`src/rtl/sha_ctrl_pkg.sv`:
```
// rtl/sha_ctrl_pkg.sv - shared state encoding and core bus constants for the nonce scheduler
package sha_ctrl_pkg;

    typedef enum logic [2:0] {
        IDLE,
        LOAD,
        KICK,
        WAIT,
        CHECK,
        DONE,
        ERR
    } state_t;

    localparam logic [4:0]  CORE_START_ADDR = 5'd16;
    localparam logic [31:0] CORE_START_WORD = 32'hFFFF_FFFF;
    localparam int          NUM_BLOCK_WORDS = 16;

endpackage

```
`src/rtl/digest_lt_cmp.sv`:
```
// rtl/digest_lt_cmp.sv - combinational 256-bit unsigned less-than, bit 255 most significant
module digest_lt_cmp (
    input  logic [255:0] a,
    input  logic [255:0] b,
    output logic         lt
);

    assign lt = (a < b);

endmodule

```
`src/rtl/sha_nonce_scheduler.sv`:
```
// rtl/sha_nonce_scheduler.sv - drives the SHA-256 core over a nonce range and stops on a digest below target
module sha_nonce_scheduler
    import sha_ctrl_pkg::*;
#(
    parameter int NONCE_WORD = 3,
    parameter int WAIT_MAX   = 255
) (
    input  logic         clk,
    input  logic         reset,
    input  logic         start,
    input  logic         abort,
    input  logic [511:0] block_in,
    input  logic [255:0] target,
    input  logic [31:0]  nonce_start,
    input  logic [31:0]  nonce_end,
    output logic         core_chipselect,
    output logic         core_write,
    output logic [4:0]   core_address,
    output logic [31:0]  core_writedata,
    input  logic         core_hashdone,
    input  logic [255:0] core_digest,
    output logic         busy,
    output logic         done,
    output logic         found,
    output logic         error,
    output logic [31:0]  nonce_out,
    output logic [31:0]  hash_count
);

    localparam logic [3:0] NONCE_IDX = 4'(NONCE_WORD);
    localparam logic [7:0] WAIT_LIM  = 8'(WAIT_MAX);
    localparam logic [3:0] LAST_WORD = 4'(NUM_BLOCK_WORDS - 1);

    state_t            state, state_nx;
    logic [15:0][31:0] block_q;
    logic [255:0]      target_q;
    logic [255:0]      digest_q;
    logic [31:0]       nonce;
    logic [31:0]       nonce_end_q;
    logic [3:0]        word_idx;
    logic [7:0]        wait_cnt;
    logic              hashdone_q;
    logic              hd_rise;
    logic              hit;
    logic              last_nonce;
    logic              start_ok;
    logic              range_empty;

    digest_lt_cmp u_cmp (
        .a  (digest_q),
        .b  (target_q),
        .lt (hit)
    );

    // A level-style hashdone left high from the previous nonce must not count again.
    assign hd_rise     = core_hashdone && !hashdone_q;
    assign last_nonce  = (nonce == nonce_end_q);
    assign range_empty = (nonce_start > nonce_end);
    assign start_ok    = start && !abort && (state == IDLE || state == DONE || state == ERR);

    always_ff @(posedge clk or negedge reset) begin
        if (!reset) begin
            state <= IDLE;
        end else begin
            state <= state_nx;
        end
    end

    always_comb begin
        state_nx = state;
        if (abort) begin
            state_nx = IDLE;
        end else begin
            case (state)
                IDLE, DONE, ERR: if (start) state_nx = range_empty ? DONE : LOAD;
                LOAD:            if (word_idx == LAST_WORD) state_nx = KICK;
                KICK:            state_nx = WAIT;
                WAIT: begin
                    if (hd_rise)                    state_nx = CHECK;
                    else if (wait_cnt == WAIT_LIM)  state_nx = ERR;
                end
                CHECK:           state_nx = (hit || last_nonce) ? DONE : LOAD;
                default:         state_nx = IDLE;
            endcase
        end
    end

    always_comb begin
        busy            = 1'b0;
        core_chipselect = 1'b0;
        core_write      = 1'b0;
        core_address    = 5'd0;
        core_writedata  = 32'd0;
        case (state)
            LOAD: begin
                busy            = 1'b1;
                core_chipselect = 1'b1;
                core_write      = 1'b1;
                core_address    = {1'b0, word_idx};
                core_writedata  = (word_idx == NONCE_IDX) ? nonce : block_q[LAST_WORD - word_idx];
            end
            KICK: begin
                busy            = 1'b1;
                core_chipselect = 1'b1;
                core_write      = 1'b1;
                core_address    = CORE_START_ADDR;
                core_writedata  = CORE_START_WORD;
            end
            WAIT: begin
                busy            = 1'b1;
                core_chipselect = 1'b1;
            end
            CHECK:   busy = 1'b1;
            default: busy = 1'b0;
        endcase
    end

    always_ff @(posedge clk or negedge reset) begin
        if (!reset) begin
            block_q     <= '0;
            target_q    <= '0;
            digest_q    <= '0;
            nonce       <= '0;
            nonce_end_q <= '0;
            word_idx    <= '0;
            wait_cnt    <= '0;
            hashdone_q  <= 1'b0;
            done        <= 1'b0;
            found       <= 1'b0;
            error       <= 1'b0;
            nonce_out   <= '0;
            hash_count  <= '0;
        end else begin
            hashdone_q <= core_hashdone;
            if (start_ok) begin
                block_q     <= block_in;
                target_q    <= target;
                nonce       <= nonce_start;
                nonce_end_q <= nonce_end;
                word_idx    <= '0;
                done        <= range_empty;
                found       <= 1'b0;
                error       <= 1'b0;
                hash_count  <= '0;
            end else if (!abort) begin
                case (state)
                    LOAD: word_idx <= word_idx + 4'd1;
                    KICK: wait_cnt <= '0;
                    WAIT: begin
                        if (hd_rise)                   digest_q <= core_digest;
                        else if (wait_cnt == WAIT_LIM) error    <= 1'b1;
                        else                           wait_cnt <= wait_cnt + 8'd1;
                    end
                    CHECK: begin
                        if (hash_count != 32'hFFFF_FFFF) hash_count <= hash_count + 32'd1;
                        nonce_out <= nonce;
                        // Terminating on nonce_end before incrementing keeps FFFFFFFF from wrapping to 0.
                        if (hit || last_nonce) begin
                            done  <= 1'b1;
                            found <= hit;
                        end else begin
                            nonce <= nonce + 32'd1;
                        end
                    end
                    default: ;
                endcase
            end
        end
    end

endmodule

```
`config.mk`:
```
export PLATFORM = sky130hd
export DESIGN_NAME = sha_nonce_scheduler
export DESIGN_NICKNAME = d
export VERILOG_FILES = /design/src/rtl/sha_ctrl_pkg.sv /design/src/rtl/digest_lt_cmp.sv /design/src/rtl/sha_nonce_scheduler.sv
export SDC_FILE = /design/constraint.sdc
export NUM_CORES = 2
export LEC_CHECK = 0
export ABC_AREA = 1
export BUFFER_PORTS_ARGS = -buffer_cell sky130_fd_sc_hd__buf_4
export CAP_MARGIN = 20
export CELL_PAD_IN_SITES_DETAIL_PLACEMENT = 0
export CELL_PAD_IN_SITES_GLOBAL_PLACEMENT = 1
export CORE_AREA = 2 2 465 467
export DETAILED_ROUTE_END_ITERATION = 16
export DIE_AREA = 0 0 467 469
export PLACE_DENSITY_LB_ADDON = 0.3
export SYNTH_ARGS = -nofsm -noshare
export SYNTH_HDL_FRONTEND = slang
export SYNTH_SLANG_ARGS = --single-unit
```
`constraint.sdc`:
```
create_clock -name clk -period 3.02 [get_ports clk]
set_clock_uncertainty 0.05 [all_clocks]
set_input_delay 0.302 -clock clk [delete_from_list [all_inputs] [get_ports clk]]
set_output_delay 0.302 -clock clk [all_outputs]
set_load 0.01 [all_outputs]
```
==> metrics.txt <==
Initial Utilization 26.96%; power after layout 82.04 mW; worst-margin pin slew 1117 ps; Max-Cap Viols 0; first-pass GRT wire length 390800 microns; Final Max Slew Viols 0; critical path cell sequence buf_12, buf_16, o21ai_2, a21oi_2, buf_4, a311o_1, nand2_2, a31oi_1, buf_4, buf_4; worst hold path type in -> async; Die Span X 467 microns; fin crit period 3707 ps; Startpoint Class flop; Clock Tree Root clkbuf_16; number of I/O pins 1200; Yosys warnings 0; Yosys cell types 52; most frequent cells in the layout nand2_1, buf_4, dfrtp_1; clk buf depth 3; Setup-failing EPs final 32; final worst path period share 122.8%; worst setup path class reg -> out; IO buf count 1199; CTS tree yes; layout cells sized above 1 25.24%; DR pass1 iterations 5; H-tree Lvls 4; die outline area 219000 sq um; Die H 469 microns; Post-DP HPWL 207600 microns; Clock Sinks 1171; CP endpoint kind output pin; leakage dissipation 43.50 nW; reg2reg start digest_q[63]; status complete, but fails checks; final hold violations 0; RD Place Congestion 0.9088; vias 56360; DRT antenna net count 0; Overflow after GRT 0; prevailing post-synth register cell dfrtp_1; RSZ-0062 raised after global routing true; wire per inst 22.74 microns; placed instance count 10630; failing checks setup timing; Final #Nets 10440; Rows 170; Total GRT Usage 24.28%; Via density 4.669; clk_lat worst skew 800 ps; critical path's slowest cell dfrtp_4; Core ar. 213800 sq um; largest net degree at the start of global routing 150; fin cells 12070; Rel. slew slack 25.46%; cts bufs inserted 144; Worst EP required 2670 ps; PwrDens 914.1 nW/um^2; post-route setup slack -687.2 ps; crit path DAT 3360 ps; synthesized area per cell 8.720 sq um; CP most frequent cell buf_4; DRT iter0 DRCs 3982; Post-Syn Area 57640 sq um; synthesis-to-finish area growth 55.71%; slowest stage delay, CP 580 ps; clock-pin slew on the worst setup and hold paths 60 ps; commonest non-fill, non-tap cell in the layout nand2_1; Async SR Flop Fraction 100.0%; CP startpoint word_idx[0]; Max Fanout on Critical Path 73; Post-synth EDFFs 0; worst vdd ir 0.0005918 V; Seq cells post-synth 1171; Post-Synthesis Cells 6610; DR DRC count 0; initial antenna violation count 69; sequential share of the synthesized area 50.84%; vias in the first global route 58000; Post-Synthesis Net Count 7994; Final Util 41.99%; FMAX 269.7 MHz; final wirelength 274500 microns
[critical path, delay by kind of cell, from the launching register on]
| family | cells | cell delay, ps |
|---|---|---|
| and+or+nand+nor | 1 | 120 |
| DFF | 1 | 580 |
| buffers and inverters | 5 | 870 |
| AOI/OAI and AO/OA | 4 | 840 |
[cells in the mapped netlist, types with 26 or more instances]
master / count / area [sq um]
o31ai_1: 30 / 225.2
clkbuf_1: 194 / 728.2
dfrtp_1: 1171 / 29300
xnor2_1: 38 / 332.8
mux2_2: 277 / 3119
nand2_1: 1819 / 6828
buf_2: 133 / 665.6
nand4_1: 46 / 287.8
buf_1: 36 / 135.1
nor2_1: 125 / 469.2
a31oi_1: 31 / 193.9
xor2_1: 26 / 227.7
a21oi_1: 490 / 2452
nand3_1: 155 / 775.7
ha_1: 291 / 3641
inv_1: 686 / 2575
o21ai_0: 890 / 4454
nor3_1: 51 / 255.2
[repair_timing]
action	in CTS	in global routing
setup buffers	12	9
endpoints found under the hold margin	1558	0
gates cloned	5	5
setup endpoints to repair	67	67
hold buffers	1092	0
pin swaps	15	35
gates resized for setup	186	176
[power by group]
| part | switching, mW | internal, mW | total (mW) |
|---|---|---|---|
| logic | 21.7 | 15.5 | 37.2 |
| clock network | 7.41 | 10.8 | 18.2 |
| registers | 3.63 | 23.0 | 26.6 |
| total | 32.8 | 49.3 | 82.0 |
[per-stage QoR]
stage,cell area (sq um),setup TNS (ps),hold WS [ps],setup slack (ps)
after detailed placement,72150,-12370,314.2,-367.0
after global routing,89710,-22680,61.42,-830.0
after CTS,88820,-22260,24.65,-854.5
after global placement,72150,-12310,319.4,-361.8
after floorplan,57640,0,-43.59,709.9
final,89760,-18530,74.66,-687.2
[area by class of cell]
type | count | area, sq um
fillers | 21010 | 124000
inverters | 690 | 2640
repair inverters | 2 | 27.53
repair buffers | 2665 | 23980
diodes | 69 | 172.7
multi-input cells | 4383 | 25200
flip-flops and latches | 1171 | 29310
clock inverters | 52 | 688.2
clock buffers | 201 | 4193
well taps | 2838 | 3551
[sequential cells by signal, summed over array words and instances, names as in the netlist, 3 cells and up]
name         cells
block_q        512
nonce_out       32
nonce           32
word_idx         4
digest_q       256
hash_count      32
wait_cnt         8
nonce_end_q     32
target_q       256
state            3
[worst paths after layout]
check	endpoint	slack [ps]	cells after the start
min reg2reg	block_q[370]	420	2
max in group asynchronous	nonce[14]	1690	3
min in group clk	block_q[279]	190	4
max reg2reg	nonce[6]	140	21
min	digest_q[244]	70	2
max	core_writedata[16]	-690	10
[routing by layer]
| metal | vias to the layer above | track usage (%) | share of wire, % |
|---|---|---|---|
| met3 | 456 | 4.182 | 5.9 |
| met1 | 27370 | 31.96 | 44 |
| li1 | 26610 | - | - |
| met5 | - | 0 | 0.019 |
| met2 | 1918 | 39.32 | 46 |
| met4 | 8 | 10.10 | 4.2 |
[kinds of logic (layout without fill, tap and decap cells)]
| family | count (synthesis) | count (layout) | share of synthesized area, % |
|---|---|---|---|
| DFF | 1171 | 1171 | 50.84 |
| xor gates and xnor gates | 64 | 64 | 0.9725 |
| adders and majority gates | 291 | 291 | 6.317 |
| and+or+nand+nor | 2252 | 2252 | 15.75 |
| muxes | 277 | 277 | 5.411 |
| other | 0 | 69 | 0 |
| AOI/OAI and AO/OA | 1499 | 1499 | 13.53 |
| buffers and inverters | 1056 | 3610 | 7.185 |
Power figures use the tool's default switching activity.
